### src/rtl/ctl_pkg.sv
// Shared types and widths for the control sequencer: opcodes, FSM states,
// ALU control-line bundle and the decoder's output record.
package ctl_pkg;

    localparam int ADDR_W = 12;
    localparam int DATA_W = 16;

    typedef enum logic [3:0] {
        OP_NAD  = 4'h0,
        OP_SHR  = 4'h1,
        OP_SHL  = 4'h2,
        OP_LDI  = 4'h3,
        OP_LD   = 4'h4,
        OP_ST   = 4'h5,
        OP_JMP  = 4'h6,
        OP_JZ   = 4'h7,
        OP_HALT = 4'h8
    } opcode_t;

    typedef enum logic [2:0] {
        S_IDLE,
        S_FETCH,
        S_DECODE,
        S_OPERAND,
        S_EXEC,
        S_STORE,
        S_HALT
    } state_t;

    // Field order matches the ctl_* port order on the sequencer.
    typedef struct packed {
        logic nad;
        logic shr;
        logic shl;
        logic arg;
        logic read;
    } ctl_t;

    typedef struct packed {
        state_t nxt_state;
        ctl_t   ctl;
        logic   jmp;
        logic   jz;
        logic   illegal;
    } dec_t;

    function automatic logic [ADDR_W-1:0] pc_inc(input logic [ADDR_W-1:0] pc);
        return pc + 1'b1;
    endfunction

endpackage

### src/rtl/ctl_decode.sv
// Pure combinational opcode decoder: instruction word -> post-DECODE state,
// ALU control select, branch kind and illegal-opcode flag.
module ctl_decode
    import ctl_pkg::*;
(
    input  logic [DATA_W-1:0] ir,
    output dec_t              dec
);

    always_comb begin
        dec           = '0;
        dec.nxt_state = S_HALT;
        case (opcode_t'(ir[15:12]))
            OP_NAD: begin
                dec.nxt_state = S_OPERAND;
                dec.ctl.nad   = 1'b1;
            end
            OP_SHR: begin
                dec.nxt_state = S_EXEC;
                dec.ctl.shr   = 1'b1;
            end
            OP_SHL: begin
                dec.nxt_state = S_EXEC;
                dec.ctl.shl   = 1'b1;
            end
            OP_LDI: begin
                dec.nxt_state = S_EXEC;
                dec.ctl.arg   = 1'b1;
            end
            OP_LD: begin
                dec.nxt_state = S_OPERAND;
                dec.ctl.read  = 1'b1;
            end
            OP_ST:   dec.nxt_state = S_STORE;
            OP_JMP: begin
                dec.nxt_state = S_EXEC;
                dec.jmp       = 1'b1;
            end
            OP_JZ: begin
                dec.nxt_state = S_EXEC;
                dec.jz        = 1'b1;
            end
            OP_HALT: dec.nxt_state = S_HALT;
            default: dec.illegal   = 1'b1;
        endcase
    end

endmodule

### src/rtl/ctl_sequencer.sv
// Multi-cycle accumulator-machine sequencer: fetches and decodes instructions,
// drives the memory handshake and steers an external ALU via one-hot ctl lines.
module ctl_sequencer
    import ctl_pkg::*;
(
    input  logic              clk,
    input  logic              rst,
    input  logic              run,
    output logic              halted,
    output logic              error,
    output logic [ADDR_W-1:0] pc,
    output logic              mem_req,
    output logic              mem_we,
    output logic [ADDR_W-1:0] mem_addr,
    output logic [DATA_W-1:0] mem_wdata,
    input  logic [DATA_W-1:0] mem_rdata,
    input  logic              mem_ack,
    output logic [DATA_W-1:0] acc_data,
    output logic [DATA_W-1:0] mem_data,
    output logic [DATA_W-1:0] arg_data,
    output logic              ctl_nad,
    output logic              ctl_shr,
    output logic              ctl_shl,
    output logic              ctl_arg,
    output logic              ctl_read,
    input  logic [DATA_W-1:0] alu_result,
    input  logic              alu_is_zero
);

    state_t            state;
    logic [DATA_W-1:0] ir;
    ctl_t              ctl_q;
    dec_t              dec;
    logic [ADDR_W-1:0] operand;
    logic [ADDR_W-1:0] pc_exec;
    logic              ack;

    ctl_decode u_decode (
        .ir  (ir),
        .dec (dec)
    );

    assign operand  = ir[ADDR_W-1:0];
    assign arg_data = {{(DATA_W-ADDR_W){1'b0}}, operand};
    assign {ctl_nad, ctl_shr, ctl_shl, ctl_arg, ctl_read} = ctl_q;

    // An ack only counts against a live request.
    assign ack = mem_req & mem_ack;

    always_comb begin
        pc_exec = pc;
        if (dec.jmp || (dec.jz && alu_is_zero))
            pc_exec = operand;
    end

    always_ff @(posedge clk or posedge rst) begin
        if (rst) begin
            state     <= S_IDLE;
            pc        <= '0;
            acc_data  <= '0;
            mem_data  <= '0;
            ir        <= '0;
            halted    <= 1'b0;
            error     <= 1'b0;
            mem_req   <= 1'b0;
            mem_we    <= 1'b0;
            mem_addr  <= '0;
            mem_wdata <= '0;
            ctl_q     <= '0;
        end else begin
            case (state)
                S_IDLE: begin
                    if (run) begin
                        state    <= S_FETCH;
                        mem_req  <= 1'b1;
                        mem_we   <= 1'b0;
                        mem_addr <= pc;
                    end
                end
                S_FETCH: begin
                    if (ack) begin
                        ir      <= mem_rdata;
                        pc      <= pc_inc(pc);
                        mem_req <= 1'b0;
                        state   <= S_DECODE;
                    end
                end
                S_DECODE: begin
                    state  <= dec.nxt_state;
                    halted <= (dec.nxt_state == S_HALT);
                    error  <= dec.illegal;
                    case (dec.nxt_state)
                        S_OPERAND: begin
                            mem_req  <= 1'b1;
                            mem_we   <= 1'b0;
                            mem_addr <= operand;
                        end
                        S_STORE: begin
                            mem_req   <= 1'b1;
                            mem_we    <= 1'b1;
                            mem_addr  <= operand;
                            mem_wdata <= acc_data;
                        end
                        S_EXEC:  ctl_q <= dec.ctl;
                        default: ;
                    endcase
                end
                S_OPERAND: begin
                    if (ack) begin
                        mem_data <= mem_rdata;
                        mem_req  <= 1'b0;
                        ctl_q    <= dec.ctl;
                        state    <= S_EXEC;
                    end
                end
                S_EXEC: begin
                    // Jumps leave every ctl line low, so acc only moves on ALU ops.
                    if (ctl_q != '0)
                        acc_data <= alu_result;
                    ctl_q    <= '0;
                    pc       <= pc_exec;
                    state    <= S_FETCH;
                    mem_req  <= 1'b1;
                    mem_we   <= 1'b0;
                    mem_addr <= pc_exec;
                end
                S_STORE: begin
                    // The next fetch request is issued back-to-back with the store.
                    if (ack) begin
                        mem_we   <= 1'b0;
                        mem_addr <= pc;
                        state    <= S_FETCH;
                    end
                end
                S_HALT: ;
                default: state <= S_IDLE;
            endcase
        end
    end

endmodule

### config.mk
export PLATFORM = sky130hd
export DESIGN_NAME = ctl_sequencer
export DESIGN_NICKNAME = d
export VERILOG_FILES = /design/src/rtl/ctl_pkg.sv /design/src/rtl/ctl_decode.sv /design/src/rtl/ctl_sequencer.sv
export SDC_FILE = /design/constraint.sdc
export NUM_CORES = 1
export LEC_CHECK = 0
export CAP_MARGIN = 20
export CORE_ASPECT_RATIO = 0.75
export CORE_MARGIN = 2
export CORE_UTILIZATION = 30
export DETAILED_ROUTE_END_ITERATION = 8
export MAX_ROUTING_LAYER = met4
export PLACE_DENSITY_LB_ADDON = 0.12
export SETUP_SLACK_MARGIN = 0.1
export SLEW_MARGIN = 5
export SYNTH_ARGS = -nofsm -noshare
export SYNTH_HDL_FRONTEND = slang
export SYNTH_SLANG_ARGS = --single-unit
export TNS_END_PERCENT = 1
### constraint.sdc
create_clock -name clk -period 4.3 [get_ports clk]
set_input_delay 1.075 -clock clk [delete_from_list [all_inputs] [get_ports clk]]
set_output_delay 1.075 -clock clk [all_outputs]
set_load 0.005 [all_outputs]
Word-level counts from Yosys, hierarchy flattened. Cells that the tools add are included.

Div/mod/pow operators: 0. Multiplexer cells: 31. Reduce and logical (&&, ||, !) cells: 24. Add/sub/neg operators: 1. Multiply operators: 0. Bitwise operators: 2. Eq/ne operators: 26. Shift-type cells: 0. Magnitude comparators: 0.

Operators by type and width (count): 12-bit two-way mux (5); 12-bit case mux with 4 select lines (1); 12-bit case mux with 2 select lines (1); 3-bit case mux with 7 select lines (1); 3-bit == test (second input constant) (6); 4-bit by 3-bit == test with 1-bit output (second input constant) (4); 5-bit case mux with 3 select lines (1); 12-bit by 1-bit adder with 12-bit output (second input constant) (1); 1-bit two-way mux (12); 3-bit two-way mux (4); 2-bit inequality test (second input constant) (6); 4-bit AND reduction (3); 5-bit two-way mux (2); 2-bit AND reduction (5); 3-bit by 2-bit == test with 1-bit output (second input constant) (3); 3-bit case mux with 3 select lines (1); 9-bit OR reduction (1); 4-bit by 2-bit == test with 1-bit output (second input constant) (2); 1-bit case mux with 4 select lines (2); 4-bit nonzero test (2); 2-bit OR reduction (3); 5-bit AND reduction (1); 5-bit nonzero test (1); 5-bit OR reduction (1); other kinds (15) (15).

Register bits after elaboration: 100. Input port bits: 37. Output and inout bits: 97. Memories: 0. Bits in latches: 0. Word-level logic and storage cells: 100. Memory bits (read-only): 0. Memory bits (writable): 0.

Logic depth before layout (Yosys ltp).
Depth in word-level cells: 7. Depth in mapped cells: 7. Mapped depth without buffers: 5.

Modules after synthesis. Synthesis repeated with hierarchy kept, for this count alone.

Cell total of the unflattened synthesis: 373. Area, all modules: 4710.8 µm².

Modules (own cells, without submodules): ctl_sequencer (area each 4601.9 µm², cells each 355, sequential area each 2502.4 µm², instances 1); ctl_decode (area each 108.9 µm², cells each 18, sequential area each 0.0 µm², instances 1).

Least setup slack after synthesis. OpenSTA, ideal clock, no wires.

Path type: input port to flip-flop. Start: in mem_ack. End: reg mem_data[0]. Arrival: 2.240 ns. Setup time: 0.125 ns. Buffers on the path: 1. Setup slack: 1.935 ns. Stages: 4. Data required time: 4.175 ns. Cells stage by stage: nand3_1 nor3b_2 buf_2 mux2_2.

Longest elaborated chain between the ends: 2.

RTL lines: from (decl) (RTL line ctl_sequencer.sv:17) `input logic mem_ack,`; 1-bit bitwise AND (RTL line ctl_sequencer.sv:48) `assign ack = mem_req & mem_ack;`; 2-bit AND reduction (no line); to (signal assigned) (RTL line ctl_sequencer.sv:110) `mem_data <= mem_rdata;`; to (decl) (RTL line ctl_sequencer.sv:19) `output logic [DATA_W-1:0] mem_data,`.

No other way between the ends. A chain may end at the register's enable or synchronous reset.

Final worst setup path.
Start: in mem_ack. End: reg mem_data[1].

Same word-level chain as after synthesis.

==> flow_metrics.py <==
metrics = {
    "status": {
        "status": "finished, final reports clean",
    },
    "synthesis": {
        "async_flop_share": 1.00,
        "synth_area_um2": 4510,
        "synth-edff-count": 0,
        "yosys_register_bits": 100,
        "synth.yosys.warnings": 0,
        "yosys-top-cells-area": "dfrtp_1, mux2_2, buf_4",
        "seq_area_frac_synth": 0.555,
        "yosys.area.top_type_share": 0.555,
        "ys_types": 59,
        "synthCells": 370,
        "avgSynthCellArea_um2": 12.2,
        "synth_ff_type": "dfrtp_1",
        "yosysTopAreaCell": "dfrtp_1",
    },
    "die": {
        "num_rows": 38,
        "initial_core_util": 0.309,
        "fp.dieH_um": 110,
        "dieArea_um2": 16000,
        "fp.dieW_um": 146,
        "num_io_pins": 134,
        "core_area_um2": 14600,
    },
    "clock_tree": {
        "ctsHoldBuffers": 0,
        "clkTransAtPathRegs_ps": 70,
        "cts-resized-gates": 0,
        "numCtsBuffers": 9,
        "post_cts_buffers": 0,
        "cts_tree": "yes",
        "clock_latency_ps": 340,
        "root_buffer": "clkbuf_16",
        "clock-sinks": 100,
        "htreeDepth": 3,
        "ctsLongestPathBuffers": 2,
    },
    "pwr": {
        "switching_share": 0.298,
        "p_leak_nw": 2.83,
        "power_density_nw_per_um2": 562,
        "combPwrFrac": 0.304,
        "p_sw_w": 0.00105,
        "intPower_w": 0.00246,
        "seq_power_share": 0.443,
        "vdd_drop_max_uv": 198,
        "p_clk_frac": 0.253,
    },
    "setup_path": {
        "worst_ep_arrival_time_ps": 3300,
        "crit_fanout": 11,
        "endpoint_kind": "register",
        "path_class": "in2reg",
        "cp.required_ps": 4530,
        "cp-start-kind": "primary input",
    },
    "cells_and_area": {
        "multi_input_area_um2": 1770,
        "syn_to_final_growth_pct": 38.6,
        "final_common_cell": "clkdlybuf4s50_1",
        "design_area_um2": 6240,
        "nets": 522,
        "register_area_um2": 2500,
        "fillCellCount": 1406,
        "layout-drive-gt1-share": 0.202,
        "antenna_cells": 0,
        "final_cell_mix": "clkdlybuf4s50_1, dfrtp_1, mux2_2",
    },
    "global_routing": {
        "grt_max_degree": 81,
        "grt_use_met2": 0.207,
        "grt.overflow.total": 0,
        "grt_usage": 0.152,
        "antenna_found_initial": 0,
        "grt_pass1_wl_mm": 18.3,
        "busiest_layer": "met1",
        "met1_usage": 0.220,
        "grt_pass1_vias": 3220,
        "use_met3": 0.0432,
    },
    "timing": {
        "finalClockSkew_ps": 4.58,
        "slew_headroom": 0.386,
        "setup_violations": 0,
        "fin_crit_sh": 0.714,
        "period_minus_slack_ps": 3070,
        "max_freq_mhz": 326,
        "rsz0062_at_grt": "false",
        "finalHoldViolations": 0,
        "tightest_slew_ps": 920,
        "final_max_slew_viol_count": 0,
        "timing.hold.ws_ps": 479,
        "finalSetupTns_ps": 0,
    },
    "detailed_routing": {
        "firstDrtPassIters": 4,
        "drt_wl_total_mm": 11.5,
        "drc": 0,
        "ant_nets": 0,
        "first_iter_violations": 128,
        "num_vias": 3182,
        "avgRoutedWirePerCell_um": 16.6,
        "via_per_inst": 4.62,
    },
    "worst_hold_path": {
        "min_path_type": "reg2reg",
    },
    "placement": {
        "place_congestion": 0.819,
        "dpl_cell_area_um2": 5890,
        "hpwl_mm": 8.20,
        "io_buffer_count": 129,
    },
    "run": {
        "maxCapViolations": 0,
    },
}
## cells by family after synthesis
logic type      after synthesis  synth area share
mux                          74             0.182
simple gates                 82             0.102
other cells                   1          0.000832
compound gates               66            0.0997
fa+ha+maj                     1           0.00278
xor+xnor                      1           0.00194
buf+inv                      45            0.0558
flops                       100             0.555
## metal layers
metal  vias up  wire (um)  part of all wire
met2       100       4640              0.41
met4         0        106            0.0093
li1       1536          -                 -
met5         -          0                 0
met3        10        644             0.056
met1      1536       6060              0.53
## power by group through the flow
| stage | sequential, W | clock (W) | combinational, W |
|---|---|---|---|
| 5_1_grt | 0.00161 | 0.000941 | 0.00117 |
| 2_1_floorplan | 0.00146 | 0 | 0.000507 |
| 6_report | 0.00155 | 0.000887 | 0.00107 |
| 3_5_place_dp | 0.00157 | 0 | 0.00108 |
| 4_1_cts | 0.00156 | 0.000909 | 0.00108 |
| 3_3_place_gp | 0.00156 | 0 | 0.00107 |
## stage by stage
stage / setup slack, ps / power [W] / std cells / utilization
after floorplan: 606 / 0.00197 / 373 / -
after global placement: 925 / 0.00264 / 672 / 0.404
after detailed placement: 829 / 0.00265 / 672 / 0.404
after CTS: 1170 / 0.00355 / 688 / 0.426
after global routing: 1090 / 0.00373 / 689 / 0.428
final: 1230 / 0.00351 / 689 / 0.428
## area by class of cell
cell class                      count  area share
Multi-Input combinational cell    228       0.283
Inverter                           10     0.00641
Sequential cell                   100       0.401
Clock buffer                       10      0.0383
Clock inverter                      6      0.0140
Tap cell                          200      0.0401
Timing Repair Buffer              135       0.217
## registers in the layout, indices dropped and copies added, names as in the netlist, 3 cells and up
signal	cells
mem_data	16
mem_wdata	16
pc	12
acc_data	16
ir	16
state	3
mem_addr	12
## worst paths after layout
path	start	end	slack, ps	cells past startpoint
max in group asynchronous	rst	mem_wdata[8]$_DFFE_PP0P_	2450	4
worst max register to register	state[1]$_DFFE_PP0P_	mem_wdata[3]$_DFFE_PP0P_	1810	3
worst min register to register	error$_DFFE_PP0P_	error$_DFFE_PP0P_	480	2
worst max-delay path	mem_ack	mem_data[1]$_DFFE_PP0P_	1230	5
min in group asynchronous	rst	mem_data[13]$_DFFE_PP0P_	1040	2
worst min-delay path	error$_DFFE_PP0P_	error$_DFFE_PP0P_	480	2
## critical path, cell delays in order
cell,delay (ps)
clkdlybuf4s50_1,600
nand3_1,230
nor3b_2,700
buf_4,330
mux2_2,360
## Yosys cell counts, drive strengths merged, types with 2 or more instances
cell,n
o22a,2
buf,28
nand3,7
nor3b,3
nand2,28
clkbuf,7
a311oi,2
or3b,2
nor3,6
and3,2
nor2,14
a21oi,12
o311ai,2
nand2b,2
o21a,4
o21ai,21
mux2,62
o22ai,3
nand4b,2
a211oi,5
o221a,2
nand4,4
nor2b,3
mux2i,12
a41o,2
or3,3
a31oi,2
inv,10
dfrtp,100
(Power assumes the default switching activity.)
